$ cat config.mk
export PLATFORM = sky130hd
export DESIGN_NAME = uart_fifo_core_flat
export DESIGN_NICKNAME = d
export VERILOG_FILES = /design/src/rtl/uart_fifo_core_if.sv /design/src/rtl/uart_fifo_core.sv /design/src/flat_wrapper.sv
export SDC_FILE = /design/constraint.sdc
export NUM_CORES = 1
export LEC_CHECK = 0
export ABC_AREA = 1
export CELL_PAD_IN_SITES_DETAIL_PLACEMENT = 1
export CELL_PAD_IN_SITES_GLOBAL_PLACEMENT = 1
export CORE_MARGIN = 4
export CORE_UTILIZATION = 48
export DETAILED_ROUTE_END_ITERATION = 6
export PLACE_DENSITY = 0.9
export SLEW_MARGIN = 20
export SYNTH_ARGS = -nofsm -noshare
export SYNTH_HDL_FRONTEND = slang
export SYNTH_SLANG_ARGS = --single-unit
$ cat constraint.sdc
create_clock -name CLK -period 3.45 [get_ports CLK]
set_clock_uncertainty 0.2 [all_clocks]
set_input_delay 0.8625 -clock CLK [delete_from_list [all_inputs] [get_ports CLK]]
set_output_delay 0.8625 -clock CLK [all_outputs]
set_load 0.02 [all_outputs]
$ cat src/rtl/uart_fifo_core_if.sv
// Host-side handshake bundle for uart_fifo_core: TX FIFO write port and RX FIFO read port.
interface uart_fifo_core_if #(
  parameter int unsigned DATA_LENGTH = 8
);
  logic [DATA_LENGTH-1:0] TX_P_DATA_IN;
  logic                   TX_VALID;
  logic                   TX_READY;
  logic [DATA_LENGTH-1:0] RX_P_DATA_OUT;
  logic                   RX_VALID;
  logic                   RX_READY;
  logic                   Parity_Error;
  logic                   Stop_Error;

  modport master (
    output TX_P_DATA_IN, TX_VALID, RX_READY,
    input  TX_READY, RX_P_DATA_OUT, RX_VALID, Parity_Error, Stop_Error
  );

  modport slave (
    input  TX_P_DATA_IN, TX_VALID, RX_READY,
    output TX_READY, RX_P_DATA_OUT, RX_VALID, Parity_Error, Stop_Error
  );
endinterface

$ cat src/rtl/uart_fifo_core.sv
// Single-clock UART with baud-tick generator, TX/RX FIFOs and per-frame error tagging.
// Optional feature macro: UART_LOOPBACK_EN (adds LOOPBACK input, RX fed from internal TX serial).
module uart_fifo_core #(
  parameter int unsigned DATA_LENGTH = 8,
  parameter int unsigned FIFO_DEPTH  = 8,
  parameter int unsigned DIV_WIDTH   = 16
) (
  input  logic                 CLK,
  input  logic                 RST,
  input  logic [DIV_WIDTH-1:0] BAUD_DIV,
  input  logic                 PAR_EN,
  input  logic                 PAR_TYP,
  input  logic                 STOP2,
  output logic                 TX_OUT,
  output logic                 Busy,
  input  logic                 RX_IN,
`ifdef UART_LOOPBACK_EN
  input  logic                 LOOPBACK,
`endif
  output logic                 RX_OVERRUN,
  uart_fifo_core_if.slave      host
);
  localparam int unsigned AW = $clog2(FIFO_DEPTH);
  localparam int unsigned BW = $clog2(DATA_LENGTH);
  localparam int unsigned RW = DATA_LENGTH + 2;

  typedef enum logic [2:0] {TX_IDLE, TX_START, TX_DATA, TX_PARITY, TX_STOP} tx_state_t;
  typedef enum logic [2:0] {RX_IDLE, RX_START, RX_DATA, RX_PARITY, RX_STOP} rx_state_t;

  // Oversample tick: free-running 0..BAUD_DIV
  logic [DIV_WIDTH-1:0] div_cnt;
  logic                 tick;
  assign tick = (div_cnt >= BAUD_DIV);

  always_ff @(posedge CLK or negedge RST) begin
    if (!RST)      div_cnt <= '0;
    else if (tick) div_cnt <= '0;
    else           div_cnt <= div_cnt + DIV_WIDTH'(1);
  end

  // TX FIFO
  logic [DATA_LENGTH-1:0] tx_mem [FIFO_DEPTH];
  logic [AW:0]            tx_wr, tx_rd;
  logic                   tx_full, tx_empty, tx_push, tx_pop;
  assign tx_full       = (tx_wr[AW] != tx_rd[AW]) && (tx_wr[AW-1:0] == tx_rd[AW-1:0]);
  assign tx_empty      = (tx_wr == tx_rd);
  assign tx_push       = host.TX_VALID & ~tx_full;
  assign host.TX_READY = ~tx_full;

  always_ff @(posedge CLK) begin
    if (tx_push) tx_mem[tx_wr[AW-1:0]] <= host.TX_P_DATA_IN;
  end

  always_ff @(posedge CLK or negedge RST) begin
    if (!RST) begin
      tx_wr <= '0;
      tx_rd <= '0;
    end else begin
      if (tx_push) tx_wr <= tx_wr + (AW+1)'(1);
      if (tx_pop)  tx_rd <= tx_rd + (AW+1)'(1);
    end
  end

  // TX serialiser
  tx_state_t              tx_state, tx_state_n;
  logic [4:0]             tx_cnt, tx_cnt_n;
  logic [BW-1:0]          tx_bit, tx_bit_n;
  logic [DATA_LENGTH-1:0] tx_shift, tx_shift_n, tx_head;
  logic                   tx_par_en, tx_par_en_n, tx_par_bit, tx_par_bit_n;
  logic                   tx_stop2, tx_stop2_n, tx_q, tx_q_n, tx_load;
  assign tx_head = tx_mem[tx_rd[AW-1:0]];

  always_ff @(posedge CLK or negedge RST) begin
    if (!RST) begin
      tx_state   <= TX_IDLE;
      tx_cnt     <= '0;
      tx_bit     <= '0;
      tx_shift   <= '0;
      tx_par_en  <= 1'b0;
      tx_par_bit <= 1'b0;
      tx_stop2   <= 1'b0;
      tx_q       <= 1'b1;
    end else begin
      tx_state   <= tx_state_n;
      tx_cnt     <= tx_cnt_n;
      tx_bit     <= tx_bit_n;
      tx_shift   <= tx_shift_n;
      tx_par_en  <= tx_par_en_n;
      tx_par_bit <= tx_par_bit_n;
      tx_stop2   <= tx_stop2_n;
      tx_q       <= tx_q_n;
    end
  end

  always_comb begin
    tx_state_n   = tx_state;
    tx_cnt_n     = tx_cnt;
    tx_bit_n     = tx_bit;
    tx_shift_n   = tx_shift;
    tx_par_en_n  = tx_par_en;
    tx_par_bit_n = tx_par_bit;
    tx_stop2_n   = tx_stop2;
    tx_q_n       = tx_q;
    tx_load      = 1'b0;
    tx_pop       = 1'b0;
    if (tick) begin
      unique case (tx_state)
        TX_IDLE: tx_load = ~tx_empty;
        TX_START: begin
          if (tx_cnt == 5'd15) begin
            tx_state_n = TX_DATA;
            tx_cnt_n   = '0;
            tx_bit_n   = '0;
            tx_q_n     = tx_shift[0];
          end else tx_cnt_n = tx_cnt + 5'd1;
        end
        TX_DATA: begin
          if (tx_cnt == 5'd15) begin
            tx_cnt_n = '0;
            if (tx_bit == BW'(DATA_LENGTH - 1)) begin
              tx_state_n = tx_par_en ? TX_PARITY : TX_STOP;
              tx_q_n     = tx_par_en ? tx_par_bit : 1'b1;
            end else begin
              tx_bit_n   = tx_bit + BW'(1);
              tx_shift_n = {1'b0, tx_shift[DATA_LENGTH-1:1]};
              tx_q_n     = tx_shift[1];
            end
          end else tx_cnt_n = tx_cnt + 5'd1;
        end
        TX_PARITY: begin
          if (tx_cnt == 5'd15) begin
            tx_state_n = TX_STOP;
            tx_cnt_n   = '0;
            tx_q_n     = 1'b1;
          end else tx_cnt_n = tx_cnt + 5'd1;
        end
        TX_STOP: begin
          // Last stop tick chains straight into the next queued frame
          if (tx_cnt == (tx_stop2 ? 5'd31 : 5'd15)) begin
            tx_cnt_n   = '0;
            tx_state_n = TX_IDLE;
            tx_load    = ~tx_empty;
          end else tx_cnt_n = tx_cnt + 5'd1;
        end
        default: tx_state_n = TX_IDLE;
      endcase
    end
    if (tx_load) begin
      tx_pop       = 1'b1;
      tx_state_n   = TX_START;
      tx_cnt_n     = '0;
      tx_shift_n   = tx_head;
      tx_par_en_n  = PAR_EN;
      tx_par_bit_n = (^tx_head) ^ PAR_TYP;
      tx_stop2_n   = STOP2;
      tx_q_n       = 1'b0;
    end
  end

  assign Busy = ~tx_empty | (tx_state != TX_IDLE);

  logic rx_src;
`ifdef UART_LOOPBACK_EN
  assign rx_src = LOOPBACK ? tx_q : RX_IN;
  assign TX_OUT = LOOPBACK | tx_q;
`else
  assign rx_src = RX_IN;
  assign TX_OUT = tx_q;
`endif

  // RX synchroniser and deserialiser
  logic                   rx_s1, rx_s2;
  rx_state_t              rx_state, rx_state_n;
  logic [3:0]             rx_cnt, rx_cnt_n;
  logic [BW-1:0]          rx_bit, rx_bit_n;
  logic [DATA_LENGTH-1:0] rx_shift, rx_shift_n;
  logic                   rx_par_err, rx_par_err_n, rx_push;

  always_ff @(posedge CLK or negedge RST) begin
    if (!RST) begin
      rx_s1      <= 1'b1;
      rx_s2      <= 1'b1;
      rx_state   <= RX_IDLE;
      rx_cnt     <= '0;
      rx_bit     <= '0;
      rx_shift   <= '0;
      rx_par_err <= 1'b0;
    end else begin
      rx_s1      <= rx_src;
      rx_s2      <= rx_s1;
      rx_state   <= rx_state_n;
      rx_cnt     <= rx_cnt_n;
      rx_bit     <= rx_bit_n;
      rx_shift   <= rx_shift_n;
      rx_par_err <= rx_par_err_n;
    end
  end

  always_comb begin
    rx_state_n   = rx_state;
    rx_cnt_n     = rx_cnt;
    rx_bit_n     = rx_bit;
    rx_shift_n   = rx_shift;
    rx_par_err_n = rx_par_err;
    rx_push      = 1'b0;
    unique case (rx_state)
      RX_IDLE: begin
        if (!rx_s2) begin
          rx_state_n   = RX_START;
          rx_cnt_n     = '0;
          rx_par_err_n = 1'b0;
        end
      end
      RX_START: begin
        if (tick) begin
          if (rx_cnt == 4'd7) begin
            rx_state_n = rx_s2 ? RX_IDLE : RX_DATA;
            rx_cnt_n   = '0;
            rx_bit_n   = '0;
          end else rx_cnt_n = rx_cnt + 4'd1;
        end
      end
      RX_DATA: begin
        if (tick) begin
          if (rx_cnt == 4'd15) begin
            rx_cnt_n   = '0;
            rx_shift_n = {rx_s2, rx_shift[DATA_LENGTH-1:1]};
            if (rx_bit == BW'(DATA_LENGTH - 1)) rx_state_n = PAR_EN ? RX_PARITY : RX_STOP;
            else                                rx_bit_n   = rx_bit + BW'(1);
          end else rx_cnt_n = rx_cnt + 4'd1;
        end
      end
      RX_PARITY: begin
        if (tick) begin
          if (rx_cnt == 4'd15) begin
            rx_cnt_n     = '0;
            rx_par_err_n = rx_s2 ^ (^rx_shift) ^ PAR_TYP;
            rx_state_n   = RX_STOP;
          end else rx_cnt_n = rx_cnt + 4'd1;
        end
      end
      RX_STOP: begin
        // Centre of first stop bit: hand frame to FIFO and rearm for the next start edge
        if (tick) begin
          if (rx_cnt == 4'd15) begin
            rx_push    = 1'b1;
            rx_cnt_n   = '0;
            rx_state_n = RX_IDLE;
          end else rx_cnt_n = rx_cnt + 4'd1;
        end
      end
      default: rx_state_n = RX_IDLE;
    endcase
  end

  // RX FIFO: full decision uses pre-pop pointers, so push+pop while full overruns
  logic [RW-1:0] rx_mem [FIFO_DEPTH];
  logic [RW-1:0] rx_head;
  logic [AW:0]   rx_wr, rx_rd;
  logic          rx_full, rx_empty, rx_wr_en, rx_pop;
  assign rx_full  = (rx_wr[AW] != rx_rd[AW]) && (rx_wr[AW-1:0] == rx_rd[AW-1:0]);
  assign rx_empty = (rx_wr == rx_rd);
  assign rx_wr_en = rx_push & ~rx_full;
  assign rx_pop   = ~rx_empty & host.RX_READY;

  always_ff @(posedge CLK) begin
    if (rx_wr_en) rx_mem[rx_wr[AW-1:0]] <= {~rx_s2, rx_par_err, rx_shift};
  end

  always_ff @(posedge CLK or negedge RST) begin
    if (!RST) begin
      rx_wr      <= '0;
      rx_rd      <= '0;
      RX_OVERRUN <= 1'b0;
    end else begin
      if (rx_wr_en) rx_wr <= rx_wr + (AW+1)'(1);
      if (rx_pop)   rx_rd <= rx_rd + (AW+1)'(1);
      RX_OVERRUN <= rx_push & rx_full;
    end
  end

  assign rx_head           = rx_empty ? '0 : rx_mem[rx_rd[AW-1:0]];
  assign host.RX_VALID      = ~rx_empty;
  assign host.RX_P_DATA_OUT = rx_head[DATA_LENGTH-1:0];
  assign host.Parity_Error  = rx_head[DATA_LENGTH];
  assign host.Stop_Error    = rx_head[DATA_LENGTH+1];
endmodule

$ cat src/flat_wrapper.sv
// flat-port wrapper written by rule: the top's interface ports become plain ports
module uart_fifo_core_flat 
#(
  parameter int unsigned DATA_LENGTH = 8,
  parameter int unsigned FIFO_DEPTH  = 8,
  parameter int unsigned DIV_WIDTH   = 16
)
  (CLK, RST, BAUD_DIV, PAR_EN, PAR_TYP, STOP2, TX_OUT, Busy, RX_IN, RX_OVERRUN, host_TX_P_DATA_IN, host_TX_VALID, host_RX_READY, host_TX_READY, host_RX_P_DATA_OUT, host_RX_VALID, host_Parity_Error, host_Stop_Error);
  uart_fifo_core_if #(.DATA_LENGTH(DATA_LENGTH)) host_i ();
  input  logic CLK;
  input  logic RST;
  input  logic [DIV_WIDTH-1:0] BAUD_DIV;
  input  logic PAR_EN;
  input  logic PAR_TYP;
  input  logic STOP2;
  output logic TX_OUT;
  output logic Busy;
  input  logic RX_IN;
  output logic RX_OVERRUN;
  input wire logic [$bits(host_i.TX_P_DATA_IN)-1:0] host_TX_P_DATA_IN;
  input wire logic [$bits(host_i.TX_VALID)-1:0] host_TX_VALID;
  input wire logic [$bits(host_i.RX_READY)-1:0] host_RX_READY;
  output wire logic [$bits(host_i.TX_READY)-1:0] host_TX_READY;
  output wire logic [$bits(host_i.RX_P_DATA_OUT)-1:0] host_RX_P_DATA_OUT;
  output wire logic [$bits(host_i.RX_VALID)-1:0] host_RX_VALID;
  output wire logic [$bits(host_i.Parity_Error)-1:0] host_Parity_Error;
  output wire logic [$bits(host_i.Stop_Error)-1:0] host_Stop_Error;
  assign host_i.TX_P_DATA_IN = host_TX_P_DATA_IN;
  assign host_i.TX_VALID = host_TX_VALID;
  assign host_i.RX_READY = host_RX_READY;
  assign host_TX_READY = host_i.TX_READY;
  assign host_RX_P_DATA_OUT = host_i.RX_P_DATA_OUT;
  assign host_RX_VALID = host_i.RX_VALID;
  assign host_Parity_Error = host_i.Parity_Error;
  assign host_Stop_Error = host_i.Stop_Error;
  uart_fifo_core #(.DATA_LENGTH(DATA_LENGTH), .FIFO_DEPTH(FIFO_DEPTH), .DIV_WIDTH(DIV_WIDTH)) u_core (.CLK(CLK), .RST(RST), .BAUD_DIV(BAUD_DIV), .PAR_EN(PAR_EN), .PAR_TYP(PAR_TYP), .STOP2(STOP2), .TX_OUT(TX_OUT), .Busy(Busy), .RX_IN(RX_IN), .RX_OVERRUN(RX_OVERRUN), .host(host_i));
endmodule
==> impl_metrics.yaml, run 1 <==
clock_tree:
  cts_tree: "built"
  cts_buffer_depth: 3
  cts_max_level: 1
  cts_made_buffers: 25
  clk_latency_ns: 0.54
  clkSlewWorstSetupHoldPaths_ns: 0.06
  clock-sinks: 221
  hold_buffers: 0
  root_buffer: "clkbuf_16"
cells_and_area:
  fin_cells: 1494
  num_antenna_cells: 0
  nets: 1256
  drive_gt1_share_pct: 11.4
  syn_to_final_growth_pct: 16.4
hold_path:
  holdCritPathClass: "input pin to asynchronous set/reset pin"
critical_path:
  startpoint: "u_core.rx_rd[1]$_DFFE_PN0P_"
  cp-end-kind: "output pin"
  worstPathArrival_ns: 2.34
  cp_max_fo: 10
  worstPathRequired_ns: 2.39
  critPathLaunchType: "register"
  crit_type: "register to output pin"
  r2r-start: "u_core.div_cnt[0]$_DFF_PN0_"
synthesis:
  async_reset_ff_share_pct: 34.8
  syn-instance-count: 1117
  synth_top_area_cell: "edfxtp_1"
  ys_seq_area_share_pct: 58.8
  synth_top_cell_area_share_pct: 40.6
  ys_ff_latch: 221
  ys_top_cells_by_area: "edfxtp_1 (41%), dfrtp_1 (17%), nand2_1 (9.1%), nor2_1 (4.9%), inv_1 (4.2%)"
  synth_edf_count: 144
  synth_most_common_cell: "nand2_1"
  synth_common_cells: "nand2_1 (258), edfxtp_1 (144), nor2_1 (140), inv_1 (119), dfrtp_1 (74)"
  synthFlopType: "edfxtp_1"
  syn_nets: 1178
  yosys_warnings: 0
  synth.avg_cell_area_um2: 9.53
  synthesis.area_um2: 10600
  ys_types: 41
routing:
  drcViolationCount: 0
  drt_iter0_markers: 532
  wl_per_cell_um: 20.5
  ant_nets: 0
  num_vias: 8337
  drtPass1Iterations: 5
  avgViaCountPerCell: 5.58
  wl_um: 30600
grt:
  antenna_found_initial: 0
  grtUsageMet2_pct: 46.2
  grt_pass1_wl_um: 48900
  grt_pass1_vias: 9211
  grt_overflow: 0
  grt_usage_pct: 25.3
  grt_max_degree: 78
  busiest_layer: "met2"
  use_met1_pct: 29.5
  grt_util_met3_pct: 4.37
placement:
  dp_hpwl_um: 20000
  portBuffers: 46
  routabilityCongestion: 0.807
  dp.cells: 1442
  preCtsSetupSlack_ns: -0.0687
sta:
  tightest_slew_ns: 0.608
  finalMaxSlewViolations: 0
  fin_crit_sh_pct: 98.5
  finalSetupViolCount: 0
  setup_tns_ns: 0
  finalCriticalPeriod_ns: 3.40
  finalHoldViolCount: 0
  maxSlewHeadroom_pct: 59.5
  max_freq_ghz: 0.294
  setup_slack_ns: 0.0503
  grt_setup_unrepaired: "false"
floorplanning:
  core_area_um2: 21800
  pin_count: 47
  die_h_um: 157
  rows: 54
  die_x_um: 157
  start_util_pct: 48.8
  die-area_um2: 24600
power_and_ir_drop:
  peakVddDrop_v: 0.000485
  total_power_mw: 10.1
  p_leak_nw: 5.39
  p_per_area_nw_per_um2: 815
outcome:
  status: "finished, final reports clean"
job:
  drv_cap: 0
cell usage in the layout (no fill, tap or decap), types with 5 or more instances in the layout:
cell type	n
nand3_1	70
nand2_1	257
nor2_2	9
clkbuf_16	25
xor2_1	22
a21oi_1	22
o21ai_1	23
nor3_1	10
a31oi_1	10
nand2_2	8
edfxtp_1	144
ha_1	29
xnor2_1	11
inv_2	7
dfrtp_1	73
nand3_2	5
clkbuf_1	8
o22ai_1	11
nor2_1	140
buf_4	39
o21ai_0	71
inv_1	118
clkdlybuf4s50_1	34
metal layers:
metal | routed length, µm | up-vias
met4 | 1240 | 0
met2 | 16200 | 256
met5 | 0 | -
met1 | 11500 | 4144
li1 | - | 3844
met3 | 1720 | 93
cell type report:
| cell class | instances | area [µm²] |
|---|---|---|
| fill | 2460 | 9430 |
| sequential | 221 | 6260 |
| multi-input combinational | 731 | 3710 |
| timing repair buffer | 88 | 783 |
| clock buffer | 34 | 669 |
| inverter | 128 | 489 |
| tap | 280 | 350 |
| clock inverter | 12 | 136 |
kinds of logic after synthesis:
group / synth area share [%]
and+or+nand+nor: 20.9
DFF: 58.8
xor gates and xnor gates: 2.72
buffers and inverters: 6.57
adders and majority gates: 3.41
AOI/OAI and AO/OA: 7.69
what timing repair did:
| action | CTS | global route |
|---|---|---|
| resized for setup | 23 | 21 |
| buffers inserted | 3 | 2 |
| setup endpoints to repair | 11 | 10 |
| endpoints found under the hold margin | 0 | 0 |
| pin swaps | 2 | 1 |
critical path, stage by stage (launching register included):
cell	delay, ns
dfrtp_2	0.50
inv_1	0.12
buf_4	0.19
nor2_1	0.12
o21ai_0	0.20
a31oi_1	0.32
clkdlybuf4s15_1	0.36
report_power, final:
group / switching [mW] / leakage [nW] / internal [mW]
Combinational: 2.66 / 2.68 / 1.27
Sequential: 0.327 / 2.32 / 3.21
Clock: 1.06 / 0.390 / 1.58
Total: 4.05 / 5.39 / 6.05
path summary, 6_finish.rpt:
check                      slack, ns                             to  cells past startpoint
setup / recovery                0.05                host_Stop_Error                      6
max in group asynchronous       2.41      u_core.TX_OUT$_DFFE_PN1P_                      2
min in group CLK                0.16         u_core.rx_s2$_DFF_PN1_                      0
hold reg to reg                 0.16         u_core.rx_s2$_DFF_PN1_                      0
hold / removal                  0.02   u_core.div_cnt[10]$_DFF_PN0_                      1
setup reg to reg                0.77  u_core.rx_mem[6][8]$_DFFE_PP_                     15
flip-flops by register name, indices dropped and copies added, names as in the netlist, 4 cells and up:
name,cells
u_core.div_cnt,16
u_core.rx_mem,80
u_core.rx_wr,4
u_core.rx_rd,4
u_core.rx_cnt,4
u_core.tx_rd,4
u_core.rx_shift,8
u_core.tx_shift,8
u_core.tx_mem,64
u_core.tx_wr,4
u_core.tx_cnt,5
metrics by stage:
step           area (µm²)  utilization (%)  hold WS [ns]
6_report            12400             56.8        0.0215
5_1_grt             12400             56.8        0.0284
4_1_cts             12300             56.6         0.165
3_5_place_dp        11500             52.7         0.147
3_3_place_gp        11500             52.7         0.147
2_1_floorplan       10600                -         0.145
Note: power is estimated with default switching activity, not from simulation.
==> inputs of run 2 (changes only) <==
--- a/config.mk
+++ b/config.mk
@@ -8,7 +8,6 @@
 export ABC_AREA = 1
 export CELL_PAD_IN_SITES_DETAIL_PLACEMENT = 1
 export CELL_PAD_IN_SITES_GLOBAL_PLACEMENT = 1
-export CORE_MARGIN = 4
 export CORE_UTILIZATION = 48
 export DETAILED_ROUTE_END_ITERATION = 6
 export PLACE_DENSITY = 0.9
==> impl_metrics.yaml, run 2 (synthesis gave the netlist of run 1 again) <==
cells_and_area:
  largest_register_ffs: 80
  mostFrequentLayoutCell: "nand2_1"
  final_cell_mix: "nand2_1 (257), edfxtp_1 (144), nor2_1 (140)"
  nets: 1256
  drive_gt1_share_pct: 11.5
  syn_to_final_growth_pct: 16.1
  nFillCells: 2434
  postLayoutCellArea_um2: 12400
  num_antenna_cells: 0
  post-route-util_pct: 56.8
floorplanning:
  start_util_pct: 48.9
  die_x_um: 151
  rows: 54
  core_area_um2: 21800
  die_h_um: 151
  die-area_um2: 22800
  pin_count: 47
sta:
  maxSlewHeadroom_pct: 50.5
  fin_crit_sh_pct: 98.4
  setup_tns_ns: 0
  holdWs_ns: 0.140
  finalMaxSlewViolations: 0
  finalCriticalPeriod_ns: 3.39
  finalHoldViolCount: 0
  max_freq_ghz: 0.295
  tightest_slew_ns: 0.742
  finalSetupViolCount: 0
placement:
  place_area_um2: 11500
  portBuffers: 46
  dp_hpwl_um: 19200
  routabilityCongestion: 0.802
routing:
  wl_um: 29900
  drcViolationCount: 0
  avgViaCountPerCell: 5.58
  num_vias: 8333
  drt_iter0_markers: 577
  wl_per_cell_um: 20.0
  ant_nets: 0
  drtPass1Iterations: 4
clock_tree:
  root_buffer: "clkbuf_16"
  hold_buffers: 0
  cts_tree: "built"
  clock-sinks: 221
  clkSlewWorstSetupHoldPaths_ns: 0.07
  cts_made_buffers: 24
  clk_latency_ns: 0.51
  cts_max_level: 1
  cts_buffer_depth: 3
critical_path:
  cp_max_fo: 14
  rrSetupSlack_ns: 0.76
  rr_worst_depth: 14
  cp-end-kind: "output pin"
  worstPathRequired_ns: 2.39
  crit_type: "register to output pin"
  r2r_end: "u_core.rx_mem[6][1]$_DFFE_PP_"
  worstPathArrival_ns: 2.33
  critPathLaunchType: "register"
  r2r-start: "u_core.div_cnt[2]$_DFF_PN0_"
power_and_ir_drop:
  p_per_area_nw_per_um2: 812
  peakVddDrop_v: 0.000490
  total_power_mw: 10.0
  p_leak_nw: 5.39
grt:
  grt_max_degree: 44
  grt_pass1_vias: 9069
  grt_usage_pct: 27.3
  grt_pass1_wl_um: 47600
  grt_overflow: 0
  antenna_found_initial: 0
hold_path:
  holdCritPathClass: "input pin to asynchronous set/reset pin"
job:
  drv_cap: 0
outcome:
  status: "finished, final reports clean"
run 2: cell type report:
type	instances	area, µm²	area share, %
tap	280	350	2.84
multi-input combinational	731	3700	29.9
timing repair buffer	89	761	6.16
inverter	128	485	3.93
sequential	221	6260	50.7
clock buffer	31	658	5.33
clock inverter	13	144	1.16
run 2: per-stage QoR:
step / std cells / setup slack, ns
after global routing: 1493 / -0.000304
after global placement: 1444 / 0.0796
after floorplan: 1117 / 0.0304
after CTS: 1492 / 0.00563
final: 1493 / 0.0559
after detailed placement: 1444 / -0.0606
run 2: worst max-delay path by stage:
| stage | start | end | slack (ns) | cells after the start |
|---|---|---|---|---|
| 3_5_place_dp | BAUD_DIV[3] | u_core.rx_mem[6][4]$_DFFE_PP_ | -0.06 | 16 |
| 6_report | u_core.rx_rd[0]$_DFFE_PN0P_ | host_RX_P_DATA_OUT[2] | 0.06 | 7 |
| 5_1_grt | u_core.rx_wr[1]$_DFFE_PN0P_ | host_RX_P_DATA_OUT[6] | -0.0003 | 7 |
| 4_1_cts | u_core.rx_rd[0]$_DFFE_PN0P_ | host_RX_P_DATA_OUT[6] | 0.006 | 7 |
| 3_3_place_gp | BAUD_DIV[5] | u_core.tx_cnt[0]$_DFFE_PN0P_ | 0.08 | 15 |
| 2_1_floorplan | BAUD_DIV[9] | u_core.rx_mem[1][0]$_DFFE_PP_ | 0.03 | 12 |
run 2: layer usage:
layer / wire length (µm) / GRT usage, % / vias up
li1: - / - / 3833
met1: 11500 / 32.4 / 4091
met2: 15300 / 48.8 / 308
met3: 1840 / 4.40 / 101
met4: 1240 / 12.0 / 0
met5: 0 / 0 / -
run 2: worst max-delay path: stages (launching register included):
cell and delay, ns:
dfrtp_2 0.46, inv_1 0.12, buf_4 0.22, o21ai_0 0.11, o22ai_1 0.26, o21ai_1 0.14, a31oi_1 0.17, dlygate4sd2_1 0.35
run 2: repair_timing:
| action | in CTS | in global routing |
|---|---|---|
| pin swaps | 1 | 0 |
| gates resized for setup | 21 | 18 |
| buffers inserted | 4 | 1 |
| endpoints found under the setup margin | 11 | 12 |
run 2: power by group:
group	internal [mW]	leakage, nW	switching (mW)
registers	3.21	2.31	0.306
clock network	1.57	0.396	1.07
logic	1.24	2.68	2.63
total	6.02	5.39	4.01
==> inputs of run 3 (changes only) <==
--- a/config.mk
+++ b/config.mk
@@ -6,6 +6,7 @@
 export NUM_CORES = 1
 export LEC_CHECK = 0
 export ABC_AREA = 1
+export ABC_CLOCK_PERIOD_IN_PS = 3450
 export CELL_PAD_IN_SITES_DETAIL_PLACEMENT = 1
 export CELL_PAD_IN_SITES_GLOBAL_PLACEMENT = 1
 export CORE_UTILIZATION = 48
==> constraint.sdc (replaced) <==
create_clock -name CLK -period 3.45 [get_ports CLK]
set_clock_uncertainty 0.2 [all_clocks]
set_input_delay 0.69 -clock CLK [delete_from_list [all_inputs] [get_ports CLK]]
set_output_delay 0.69 -clock CLK [all_outputs]
set_load 0.02 [all_outputs]
==> impl_metrics.yaml, run 3 (synthesis gave the netlist of run 1 again) <==
critical_path:
  cp_max_fo: 18
  r2r-start: "u_core.div_cnt[7]$_DFF_PN0_"
  rr_worst_depth: 13
  r2r_end: "u_core.rx_bit[1]$_DFFE_PN0P_"
  worstPathArrival_ns: 2.53
  crit_chain: "inv_1 -> buf_4 -> o21ai_0 -> o22ai_1 -> o21ai_0 -> a31oi_1 -> clkdlybuf4s15_1"
  endpoint: "host_RX_P_DATA_OUT[3]"
  cp-end-kind: "output pin"
  startpoint: "u_core.rx_rd[0]$_DFFE_PN0P_"
  crit_top_cell: "o21ai_0"
  worstPathRequired_ns: 2.56
  max_stage_delay_ns: 0.48
  rrSetupSlack_ns: 0.68
  critPathLaunchType: "register"
  crit_path_top_delay_cell: "dfrtp_2"
  crit_type: "register to output pin"
floorplanning:
  die_x_um: 151
  rows: 54
  pin_count: 47
  start_util_pct: 48.9
  die-area_um2: 22800
  die_h_um: 151
  core_area_um2: 21800
grt:
  grt_overflow: 0
  grt_usage_pct: 26.9
  grt_pass1_vias: 8735
  grt_max_degree: 78
  antenna_found_initial: 0
  grt_pass1_wl_um: 46600
cells_and_area:
  final_cell_mix: "nand2_1 (257), edfxtp_1 (144), nor2_1 (140)"
  nets: 1246
  postLayoutCellArea_um2: 12300
  post-route-util_pct: 56.7
  num_antenna_cells: 0
  fin_cells: 1483
  syn_to_final_growth_pct: 15.9
  mostFrequentLayoutCell: "nand2_1"
  drive_gt1_share_pct: 9.98
  largest_register_ffs: 80
sta:
  fin_crit_sh_pct: 99.1
  holdWs_ns: -0.0119
  tightest_slew_ns: 0.755
  finalCriticalPeriod_ns: 3.42
  finalHoldViolCount: 4
  finalSetupViolCount: 0
  finalMaxSlewViolations: 0
  max_freq_ghz: 0.293
  maxSlewHeadroom_pct: 49.6
  setup_tns_ns: 0
clock_tree:
  clock-sinks: 221
  hold_buffers: 0
  root_buffer: "clkbuf_16"
  cts_max_level: 1
  cts_buffer_depth: 3
  cts_tree: "built"
  clk_latency_ns: 0.54
  clkSlewWorstSetupHoldPaths_ns: 0.06
  cts_made_buffers: 24
routing:
  ant_nets: 0
  wl_um: 29300
  avgViaCountPerCell: 5.53
  wl_per_cell_um: 19.7
  drcViolationCount: 0
  drt_iter0_markers: 472
  num_vias: 8200
  drtPass1Iterations: 7
power_and_ir_drop:
  peakVddDrop_v: 0.000488
  p_per_area_nw_per_um2: 819
  clkPwrFrac_pct: 27.2
  p_leak_nw: 5.37
  p_sw_mw: 3.97
  pwr-share-comb_pct: 37.9
  internal-power_mw: 6.13
  seqPwrFrac_pct: 34.9
  p_sw_share_pct: 39.3
placement:
  routabilityCongestion: 0.904
  dp.cells: 1438
  portBuffers: 46
  dp_hpwl_um: 19300
  place_area_um2: 11500
hold_path:
  holdCritPathClass: "input pin to asynchronous set/reset pin"
job:
  drv_cap: 0
outcome:
  status: "finished with violations"
  violations: "negative hold slack"
-- run 3: worst min-delay path by stage --
stage / startpoint / end / cells after the start
global placement: u_core.rx_s1$_DFF_PN1_ / u_core.rx_s2$_DFF_PN1_ / 0
floorplan: u_core.rx_s1$_DFF_PN1_ / u_core.rx_s2$_DFF_PN1_ / 0
detailed placement: u_core.rx_s1$_DFF_PN1_ / u_core.rx_s2$_DFF_PN1_ / 0
finish: RST / u_core.div_cnt[8]$_DFF_PN0_ / 1
CTS: RST / u_core.div_cnt[6]$_DFF_PN0_ / 1
global route: RST / u_core.div_cnt[7]$_DFF_PN0_ / 1
-- run 3: worst max-delay path, delay by kind of cell (launching register included) --
kind	cells	cell delay, ns
AO/OA/AOI/OAI	4	0.83
buffers and inverters	3	0.68
flip-flops	1	0.48
-- run 3: metal layers --
layer,wire length (µm),global-route usage (%)
met2,15000,47.8
met1,11800,32.8
met4,1190,11.5
met3,1230,3.31
met5,0,0
-- run 3: final cells by class --
type	count	area, µm²
clock buffer	31	637
clock inverter	13	198
fill	2438	9420
inverter	128	489
multi-input combinational	731	3690
sequential	221	6260
tap	280	350
timing repair buffer	79	713
-- run 3: repair_timing --
action | 4_1_cts | 5_1_grt
endpoints found under the setup margin | 10 | 4
buffers inserted | 0 | 1
cloned | 0 | 0
resized for setup | 11 | 5
-- run 3: metrics by stage --
stage / worst slack [ns] / power (mW)
after global routing: -0.0457 / 10.7
after detailed placement: 0.00133 / 7.34
after global placement: 0.187 / 7.08
after floorplan: 0.203 / 6.09
after CTS: 0.00425 / 10.1
final: 0.0319 / 10.1
-- run 3: power by group through the flow --
stage,Clock [mW],Sequential (mW),Combinational (mW)
6_report,2.75,3.52,3.83
5_1_grt,2.88,3.56,4.24
4_1_cts,2.78,3.52,3.82
3_5_place_dp,0,3.56,3.79
3_3_place_gp,0,3.53,3.55
2_1_floorplan,0,3.45,2.64
